[config.mk]
export PLATFORM = sky130hd
export DESIGN_NAME = sync_fifo_ctrl
export DESIGN_NICKNAME = d
export VERILOG_FILES = /design/src/rtl/sync_fifo_pkg.sv /design/src/rtl/sync_fifo_mem.sv /design/src/rtl/sync_fifo_ctrl.sv
export SDC_FILE = /design/constraint.sdc
export NUM_CORES = 1
export LEC_CHECK = 0
export ABC_AREA = 1
export CAP_MARGIN = 20
export CORE_ASPECT_RATIO = 0.8
export CORE_MARGIN = 2
export CORE_UTILIZATION = 45
export CTS_CLUSTER_DIAMETER = 30
export DETAILED_ROUTE_END_ITERATION = 8
export DONT_BUFFER_PORTS = 1
export GPL_ROUTABILITY_DRIVEN = 0
export GPL_TIMING_DRIVEN = 1
export PLACE_DENSITY = 0.67
export REMOVE_ABC_BUFFERS = 1
export SETUP_SLACK_MARGIN = 0.3
export SKIP_LAST_GASP = 1
export SLEW_MARGIN = 40
export SYNTH_ARGS = -nofsm -noshare
export SYNTH_HDL_FRONTEND = slang
export SYNTH_SLANG_ARGS = --single-unit
[constraint.sdc]
create_clock -name clk -period 7.91 [get_ports clk]
set_input_delay 0 -clock clk [delete_from_list [all_inputs] [get_ports clk]]
set_output_delay 0 -clock clk [all_outputs]
set_load 0.03 [all_outputs]
[src/rtl/sync_fifo_pkg.sv]
// rtl/sync_fifo_pkg.sv - shared constants and helpers for the single-clock FIFO
package sync_fifo_pkg;

    // Read-mode selector values for the FWFT parameter
    localparam int MODE_STD  = 0;
    localparam int MODE_FWFT = 1;

    // Widest word the parity helper accepts; callers zero-extend into it
    localparam int PARITY_MAX_W = 1024;

    // Pointer width: address bits plus one wrap bit
    function automatic int ptr_w(input int addr_width);
        return addr_width + 1;
    endfunction

    // Even parity bit: makes the total count of ones in {bit, data} even
    function automatic logic even_parity(input logic [PARITY_MAX_W-1:0] data);
        return ^data;
    endfunction

endpackage

[src/rtl/sync_fifo_mem.sv]
// rtl/sync_fifo_mem.sv - simple dual-port array with a registered read port
module sync_fifo_mem #(
    parameter int ADDR_WIDTH = 4,
    parameter int DATA_WIDTH = 32
) (
    input  logic                  clk,
    input  logic                  rst_n,
    input  logic                  wr_en,
    input  logic [ADDR_WIDTH-1:0] wr_addr,
    input  logic [DATA_WIDTH-1:0] wr_data,
    input  logic                  rd_en,
    input  logic [ADDR_WIDTH-1:0] rd_addr,
    output logic [DATA_WIDTH-1:0] rd_data
);

    logic [DATA_WIDTH-1:0] mem_q [2**ADDR_WIDTH];
    logic [DATA_WIDTH-1:0] rd_data_q;
    logic [DATA_WIDTH-1:0] rd_data_d;

    // Array write port; the array itself is never reset so it maps to block RAM
    always_ff @(posedge clk) begin
        if (wr_en) begin
            mem_q[wr_addr] <= wr_data;
        end
    end

    // Read-port next value: load on enable, otherwise hold
    always_comb begin
        rd_data_d = rd_data_q;
        if (rd_en) begin
            rd_data_d = mem_q[rd_addr];
        end
    end

    // Read output register; only this register is reset
    always_ff @(posedge clk or negedge rst_n) begin
        if (!rst_n) begin
            rd_data_q <= '0;
        end else begin
            rd_data_q <= rd_data_d;
        end
    end

    assign rd_data = rd_data_q;

endmodule

[src/rtl/sync_fifo_ctrl.sv]
// rtl/sync_fifo_ctrl.sv - single-clock FIFO, standard/FWFT read, optional parity (SYNC_FIFO_PARITY_EN)
module sync_fifo_ctrl
    import sync_fifo_pkg::*;
#(
    parameter int ADDR_WIDTH    = 4,
    parameter int DATA_WIDTH    = 32,
    parameter int FWFT          = 0,
    parameter int AFULL_THRESH  = 2**ADDR_WIDTH - 2,
    parameter int AEMPTY_THRESH = 2
) (
    input  logic                  clk,
    input  logic                  rst_n,
    input  logic                  wr_en,
    input  logic [DATA_WIDTH-1:0] wr_data,
    output logic                  full,
    output logic                  almost_full,
    output logic                  overflow,
    input  logic                  rd_en,
    output logic [DATA_WIDTH-1:0] rd_data,
    output logic                  rd_valid,
    output logic                  empty,
    output logic                  almost_empty,
    output logic                  underflow,
`ifdef SYNC_FIFO_PARITY_EN
    output logic                  parity_err,
`endif
    output logic [ADDR_WIDTH:0]   level
);

    localparam int PTR_W = ptr_w(ADDR_WIDTH);
    localparam int DEPTH = 2**ADDR_WIDTH;
`ifdef SYNC_FIFO_PARITY_EN
    localparam int MEM_W = DATA_WIDTH + 1;
`else
    localparam int MEM_W = DATA_WIDTH;
`endif
    localparam logic [PTR_W-1:0] DEPTH_LVL  = PTR_W'(DEPTH);
    localparam logic [PTR_W-1:0] AFULL_LVL  = PTR_W'(AFULL_THRESH);
    localparam logic [PTR_W-1:0] AEMPTY_LVL = PTR_W'(AEMPTY_THRESH);
    localparam logic [PTR_W-1:0] ONE        = PTR_W'(1);

    logic [PTR_W-1:0] wr_ptr_q, wr_ptr_d;
    logic [PTR_W-1:0] rd_ptr_q, rd_ptr_d;
    logic [PTR_W-1:0] level_q, level_d;
    logic             full_q, full_d;
    logic             empty_q, empty_d;
    logic             afull_q, afull_d;
    logic             aempty_q, aempty_d;
    logic             overflow_q, overflow_d;
    logic             underflow_q, underflow_d;
    logic             rd_valid_q, rd_valid_d;
    logic [MEM_W-1:0] head_q, head_d;
    logic             head_valid_q, head_valid_d;
    logic             fwd_valid_q, fwd_valid_d;
    logic [MEM_W-1:0] fwd_data_q, fwd_data_d;

    logic                  push;
    logic                  pop;
    logic                  mem_wr_en;
    logic                  mem_rd_en;
    logic [ADDR_WIDTH-1:0] mem_rd_addr;
    logic [MEM_W-1:0]      mem_rd_data;
    logic [MEM_W-1:0]      wr_word;
    logic [MEM_W-1:0]      head_src;
    logic                  mem_has_data;
    logic [MEM_W-1:0]      out_word;

`ifdef SYNC_FIFO_PARITY_EN
    assign wr_word = {even_parity(PARITY_MAX_W'(wr_data)), wr_data};
`else
    assign wr_word = wr_data;
`endif

    sync_fifo_mem #(
        .ADDR_WIDTH (ADDR_WIDTH),
        .DATA_WIDTH (MEM_W)
    ) u_mem (
        .clk     (clk),
        .rst_n   (rst_n),
        .wr_en   (mem_wr_en),
        .wr_addr (wr_ptr_q[ADDR_WIDTH-1:0]),
        .wr_data (wr_word),
        .rd_en   (mem_rd_en),
        .rd_addr (mem_rd_addr),
        .rd_data (mem_rd_data)
    );

    // Datapath: accept/reject decisions, pointer moves, memory ports and FWFT head register
    always_comb begin
        push         = wr_en && !full_q;
        pop          = rd_en && !empty_q;
        wr_ptr_d     = wr_ptr_q;
        rd_ptr_d     = rd_ptr_q;
        head_d       = head_q;
        head_valid_d = head_valid_q;
        mem_wr_en    = 1'b0;
        mem_rd_en    = 1'b0;
        mem_rd_addr  = rd_ptr_q[ADDR_WIDTH-1:0];
        mem_has_data = (wr_ptr_q != rd_ptr_q);
        // The read register missed a write that landed on its address last edge
        head_src     = fwd_valid_q ? fwd_data_q : mem_rd_data;
        fwd_valid_d  = 1'b0;
        fwd_data_d   = fwd_data_q;
        if (FWFT == MODE_STD) begin
            mem_wr_en = push;
            mem_rd_en = pop;
            if (push) wr_ptr_d = wr_ptr_q + ONE;
            if (pop)  rd_ptr_d = rd_ptr_q + ONE;
        end else begin
            // Memory holds only the words behind the head register
            if (pop) begin
                if (mem_has_data) begin
                    head_d   = head_src;
                    rd_ptr_d = rd_ptr_q + ONE;
                    if (push) begin
                        mem_wr_en = 1'b1;
                        wr_ptr_d  = wr_ptr_q + ONE;
                    end
                end else if (push) begin
                    head_d = wr_word;
                end else begin
                    head_valid_d = 1'b0;
                end
            end else if (push) begin
                if (!head_valid_q) begin
                    head_d       = wr_word;
                    head_valid_d = 1'b1;
                end else begin
                    mem_wr_en = 1'b1;
                    wr_ptr_d  = wr_ptr_q + ONE;
                end
            end
            // Keep the read register pointing at the next head candidate
            mem_rd_en   = 1'b1;
            mem_rd_addr = rd_ptr_d[ADDR_WIDTH-1:0];
            fwd_valid_d = mem_wr_en && (wr_ptr_q[ADDR_WIDTH-1:0] == rd_ptr_d[ADDR_WIDTH-1:0]);
            fwd_data_d  = wr_word;
        end
    end

    // Next-state fill level and flags, so every flag leaves a register
    always_comb begin
        level_d = level_q;
        case ({push, pop})
            2'b10:   level_d = level_q + ONE;
            2'b01:   level_d = level_q - ONE;
            default: level_d = level_q;
        endcase
        if (FWFT == MODE_STD) begin
            full_d     = (wr_ptr_d[ADDR_WIDTH] != rd_ptr_d[ADDR_WIDTH]) &&
                         (wr_ptr_d[ADDR_WIDTH-1:0] == rd_ptr_d[ADDR_WIDTH-1:0]);
            empty_d    = (wr_ptr_d == rd_ptr_d);
            rd_valid_d = pop;
        end else begin
            full_d     = (level_d == DEPTH_LVL);
            empty_d    = !head_valid_d;
            rd_valid_d = head_valid_d;
        end
        afull_d     = (level_d >= AFULL_LVL);
        aempty_d    = (level_d <= AEMPTY_LVL);
        overflow_d  = wr_en && full_q;
        underflow_d = rd_en && empty_q;
    end

    // State registers; reset clears everything at once without a clock
    always_ff @(posedge clk or negedge rst_n) begin
        if (!rst_n) begin
            wr_ptr_q     <= '0;
            rd_ptr_q     <= '0;
            level_q      <= '0;
            full_q       <= 1'b0;
            empty_q      <= 1'b1;
            afull_q      <= (AFULL_THRESH == 0);
            aempty_q     <= 1'b1;
            overflow_q   <= 1'b0;
            underflow_q  <= 1'b0;
            rd_valid_q   <= 1'b0;
            head_q       <= '0;
            head_valid_q <= 1'b0;
            fwd_valid_q  <= 1'b0;
            fwd_data_q   <= '0;
        end else begin
            wr_ptr_q     <= wr_ptr_d;
            rd_ptr_q     <= rd_ptr_d;
            level_q      <= level_d;
            full_q       <= full_d;
            empty_q      <= empty_d;
            afull_q      <= afull_d;
            aempty_q     <= aempty_d;
            overflow_q   <= overflow_d;
            underflow_q  <= underflow_d;
            rd_valid_q   <= rd_valid_d;
            head_q       <= head_d;
            head_valid_q <= head_valid_d;
            fwd_valid_q  <= fwd_valid_d;
            fwd_data_q   <= fwd_data_d;
        end
    end

    assign out_word     = (FWFT == MODE_STD) ? mem_rd_data : head_q;
    assign rd_data      = out_word[DATA_WIDTH-1:0];
    assign rd_valid     = rd_valid_q;
    assign full         = full_q;
    assign empty        = empty_q;
    assign almost_full  = afull_q;
    assign almost_empty = aempty_q;
    assign overflow     = overflow_q;
    assign underflow    = underflow_q;
    assign level        = level_q;

`ifdef SYNC_FIFO_PARITY_EN
    assign parity_err = rd_valid_q &&
                        (even_parity(PARITY_MAX_W'(out_word[DATA_WIDTH-1:0])) != out_word[DATA_WIDTH]);
`endif

endmodule

* Word-level counts from Yosys, hierarchy flattened
Memory sizes are Yosys's and may differ from the RTL's. A register that Yosys moved wholly into a read port is not among the register bits. Cells that the tools add are included.
Word-level totals: bits in registers 22, memory bits (writable) 512, input bits 36, output and inout port bits 44, logic and storage cells 35, memories kept 1
Cells by class: add/sub/neg operators 4, $lt $le $gt $ge 2, equality and inequality tests 5, muxes and demuxes 5, reductions and logical operators 8
Memory list:
- u_mem.mem_q | words 16, width 32, rd ports 1, clocked after memory_dff 1, wr ports 1, line sync_fifo_mem.sv:16 | logic [DATA_WIDTH-1:0] mem_q [2**ADDR_WIDTH];
Operators by type and width (count):
- $add A5 B1 Y5 const B | 3
- $mux W5 | 2
- $pmux W5 S2 | 1
- $eq A5 B5 Y1 | 1
- $ge A5 B4 Y1 const B | 1
- $le A5 B2 Y1 const B | 1
- $logic_and A1 B1 Y1 | 5
- $sub A5 B1 Y5 const B | 1
- $eq A4 B4 Y1 | 1
- $logic_not A1 Y1 | 3
- $eq A2 B1 Y1 const B | 1
- $eq A2 B2 Y1 const B | 1
- $mux W1 | 2
- $ne A1 B1 Y1 | 1

* Logic depth before layout (Yosys ltp)
depth after elaboration 5, depth in mapped cells 15, gate-level depth less buffers 15

* Modules after synthesis
A second synthesis with hierarchy kept.
Second synthesis, totals: cells, all modules 1992, area, all modules 23105.9 µm²
Modules (own cells, without submodules):
- sync_fifo_mem | times used 1, cells an instance 1842, area an instance 21839.7 µm², seq. area each 16175.5 µm²
- sync_fifo_ctrl | times used 1, cells an instance 150, area an instance 1266.2 µm², seq. area each 553.0 µm²

* Worst setup path after synthesis
OpenSTA, ideal clock, no wires.
path kind register -> register, start point register full_q, in the netlist full, end point memory u_mem.mem_q[0][0] (enable), library setup time 0.421 ns, arrival 2.224 ns, path slack 5.265 ns, stages on the path, launching flop included 4, path buffers 0, clock period less this slack 2.645 ns, path through dfrtp_1 nor2_4 nand2_1 nor2_1
On the way: longest elaborated chain between the ends 4
RTL lines:
- from (decl) | line sync_fifo_ctrl.sv:45 | logic full_q, full_d;
- from (signal assigned) | line sync_fifo_ctrl.sv:186 | full_q <= full_d;
- $logic_not A1 Y1 | line sync_fifo_ctrl.sv:90 | push = wr_en && !full_q;
- $logic_and A1 B1 Y1 | line sync_fifo_ctrl.sv:90
- $mux W1 | line sync_fifo_mem.sv:22 | if (wr_en) begin
- $mux W1 (not written as such) | line sync_fifo_mem.sv:23 | mem_q[wr_addr] <= wr_data;
- to (decl) | line sync_fifo_mem.sv:16
Every way passes these cells.

==> flow_metrics.env <==
export IMPL_syn_to_final_growth_pct=18.3
export IMPL_worst_pin_slew_ns=0.803
export IMPL_cts_made_buffers=89
export IMPL_critical_path_startpoint_type="flop"
export IMPL_wl_per_cell_um=22.8
export IMPL_syn_inst=1688
export IMPL_clk_pin_slew_ns=0.06
export IMPL_power_density_mw_per_mm2=410
export IMPL_ios=80
export IMPL_grt_pass1_wl_um=83300
export IMPL_p_leak_nw=8.97
export IMPL_synth_flop_cell="edfxtp_1"
export IMPL_yosysWarnings=0
export IMPL_cp_required_ns=8.43
export IMPL_netlist_area_mm2=0.0223
export IMPL_cts_repair_resized=0
export IMPL_worstPathArrival_ns=3.51
export IMPL_status="complete, no violations"
export IMPL_wl_um=55500
export IMPL_skew_ns=0.0210
export IMPL_clock_latency_ns=0.61
export IMPL_path_class="flop to flop"
export IMPL_row_count=72
export IMPL_dieArea_mm2=0.0513
export IMPL_die_w_um=253
export IMPL_initial_utilization_pct=45.8
export IMPL_crit_buf_inv=2
export IMPL_grt_start_max_net_pins=118
export IMPL_viasPerCell=5.79
export IMPL_maxCapViolCount=0
export IMPL_cp_slowest_cell="buf_4"
export IMPL_seq_area_frac_synth_pct=75.1
export IMPL_drt_iter0_drc=1347
export IMPL_drive_gt1_share_pct=11.9
export IMPL_antenna_found_initial=1
export IMPL_hold_viol=0
export IMPL_async_flop_share_pct=9.54
export IMPL_min_path_type="input pin to asynchronous set/reset pin"
export IMPL_synth_cell_types=34
export IMPL_ant_nets=0
export IMPL_clockRootBuffer="clkbuf_16"
export IMPL_drv_slew=0
export IMPL_grt_pass1_vias=13896
export IMPL_clockBufferDepth=3
export IMPL_drc_errors=0
export IMPL_port_buffers=0
export IMPL_slew_headroom_pct=46.5
export IMPL_timing_setup_tns_ns=0
export IMPL_holdWs_ns=0.0517
export IMPL_setup_viol=0
export IMPL_fmax_mhz=335
export IMPL_period_share_pct=37.8
export IMPL_r2r_slack_ns=4.92
export IMPL_htreeDepth=3
export IMPL_dp_hpwl_um=26700
export IMPL_num_fill_cells=3883
export IMPL_critPathCaptureType="flop"
export IMPL_ys_seq_elements=566
export IMPL_synth_edf_count=512
export IMPL_total_power_w=0.0108
export IMPL_cp_max_fo=92
export IMPL_nets=1780
export IMPL_core_area_mm2=0.0486
export IMPL_gr_usage_all_layers_pct=21.6
export IMPL_post_cts_setup_buffers=0
export IMPL_first_pass_iters=5
export IMPL_rsz0062_at_grt="no"
export IMPL_ir_drop_uv=254
export IMPL_cts_sinks=566
export IMPL_crit_chain="inv_6 > buf_4 > nor2_1 > nor2_1 > o21ai_0 > o21ai_1 > nand2_1 > nand2_1 > a21oi_1 > a21oi_1"
export IMPL_die_height_um=203
export IMPL_routed_via_count=14127
export IMPL_cts_tree="built"
export IMPL_postSynthAreaPerCell_um2=13.2
export IMPL_gr_total_overflow=0
export IMPL_max_stage_delay_ns=0.76
export IMPL_period_needed_ns=2.99
export IMPL_crit_family="buffers and inverters"
==> cells in the mapped netlist, types with 3 or more instances <==
library cell / n / area, um2
nand2_1: 169 / 634
nand3_1: 102 / 510
o21ai_1: 26 / 130
o221ai_1: 64 / 561
edfxtp_1: 512 / 15400
nor2_1: 276 / 1040
clkbuf_1: 45 / 169
ha_1: 8 / 100
o21ai_0: 201 / 1010
buf_4: 23 / 173
nor2_2: 3 / 18.8
o22ai_1: 41 / 257
inv_1: 29 / 109
clkinv_1: 3 / 11.3
buf_6: 14 / 158
a21oi_1: 67 / 335
nand2_2: 4 / 25.0
xor2_1: 9 / 78.8
dfrtp_1: 52 / 1300
buf_1: 3 / 11.3
buf_2: 22 / 110
==> sequential cells by signal, indices dropped and copies added, names as in the netlist, 5 cells and up <==
name / flops
level: 5
u_mem.mem_q: 512
u_mem.rd_data: 32
rd_ptr_q: 5
wr_ptr_q: 5
==> worst paths after layout <==
kind / from / end / cells after the start
setup / recovery: rd_ptr_q[0] / u_mem.rd_data[24] / 10
hold / removal: rst_n / u_mem.rd_data[2] / 2
setup reg to reg: rd_ptr_q[0] / u_mem.rd_data[24] / 10
hold reg to reg: rd_ptr_q[4] / rd_ptr_q[4] / 1
max in group asynchronous: rst_n / almost_empty / 2
min in group clk: rd_en / underflow / 3
==> where the power goes <==
| part | total, W | switching [W] | internal, W |
|---|---|---|---|
| clock network | 0.00401 | 0.00144 | 0.00256 |
| registers | 0.00423 | 0.000545 | 0.00368 |
| logic | 0.00256 | 0.00182 | 0.000741 |
| total | 0.0108 | 0.00381 | 0.00699 |
==> through the flow <==
step                      cells  area (um2)  worst slack, ns  utilization, %
after floorplan            1580       21600            0.929               -
after global routing       2439       26300             4.68            54.1
after detailed placement   2238       22800             4.92            46.9
after CTS                  2438       26300             4.89            54.1
final                      2439       26300             4.92            54.1
after global placement     2237       22800             4.96            46.8
==> worst reg2reg max path: cells and delay by family, from the launching register on <==
| kind | cells | cell delay, ns |
|---|---|---|
| AOI/OAI and AO/OA | 4 | 0.44 |
| buffers and inverters | 2 | 1.41 |
| DFF | 1 | 0.70 |
| and+or+nand+nor | 4 | 0.37 |
==> per-layer routing <==
metal | track usage (%) | wire length (um) | vias up
met5 | 0 | 0 | -
met4 | 7.82 | 1550 | 0
met3 | 4.49 | 4550 | 111
met2 | 35.1 | 26400 | 591
met1 | 28.8 | 23000 | 7081
li1 | - | - | 6344
==> timing repair <==
| item | in CTS | in global routing |
|---|---|---|
| hold endpoints to repair | 587 | 0 |
| setup endpoints to repair | 0 | 0 |
| hold buffers | 36 | 0 |
==> cell usage in the layout, fill, tap and decap left out, drive strengths merged, types with 35 or more instances in the layout <==
cell type	instances
dlygate4sd3	35
o21ai	227
clkbuf	102
o221ai	64
a21oi	68
nand3	102
dfrtp	52
nor2	280
nand2	173
inv	46
edfxtp	512
o22ai	41
==> final cells by class <==
cell class | count | area, um2 | area share (%)
multi-input combinational | 980 | 4920 | 18.7
sequential | 566 | 16700 | 63.5
antenna | 1 | 2.50 | 0.00950
timing repair buffer | 65 | 633 | 2.40
clock buffer | 101 | 2300 | 8.74
clock inverter | 63 | 825 | 3.13
tap | 629 | 787 | 2.99
inverter | 34 | 134 | 0.508
==> cell families after synthesis <==
family | after synthesis | share of synthesized area [%]
AOI/OAI and AO/OA | 401 | 10.3
xor gates and xnor gates | 11 | 0.466
adders and majority gates | 8 | 0.449
and+or+nand+nor | 560 | 10.2
buffers and inverters | 142 | 3.40
DFF | 566 | 75.1
Note: power is estimated with default switching activity, not from simulation.
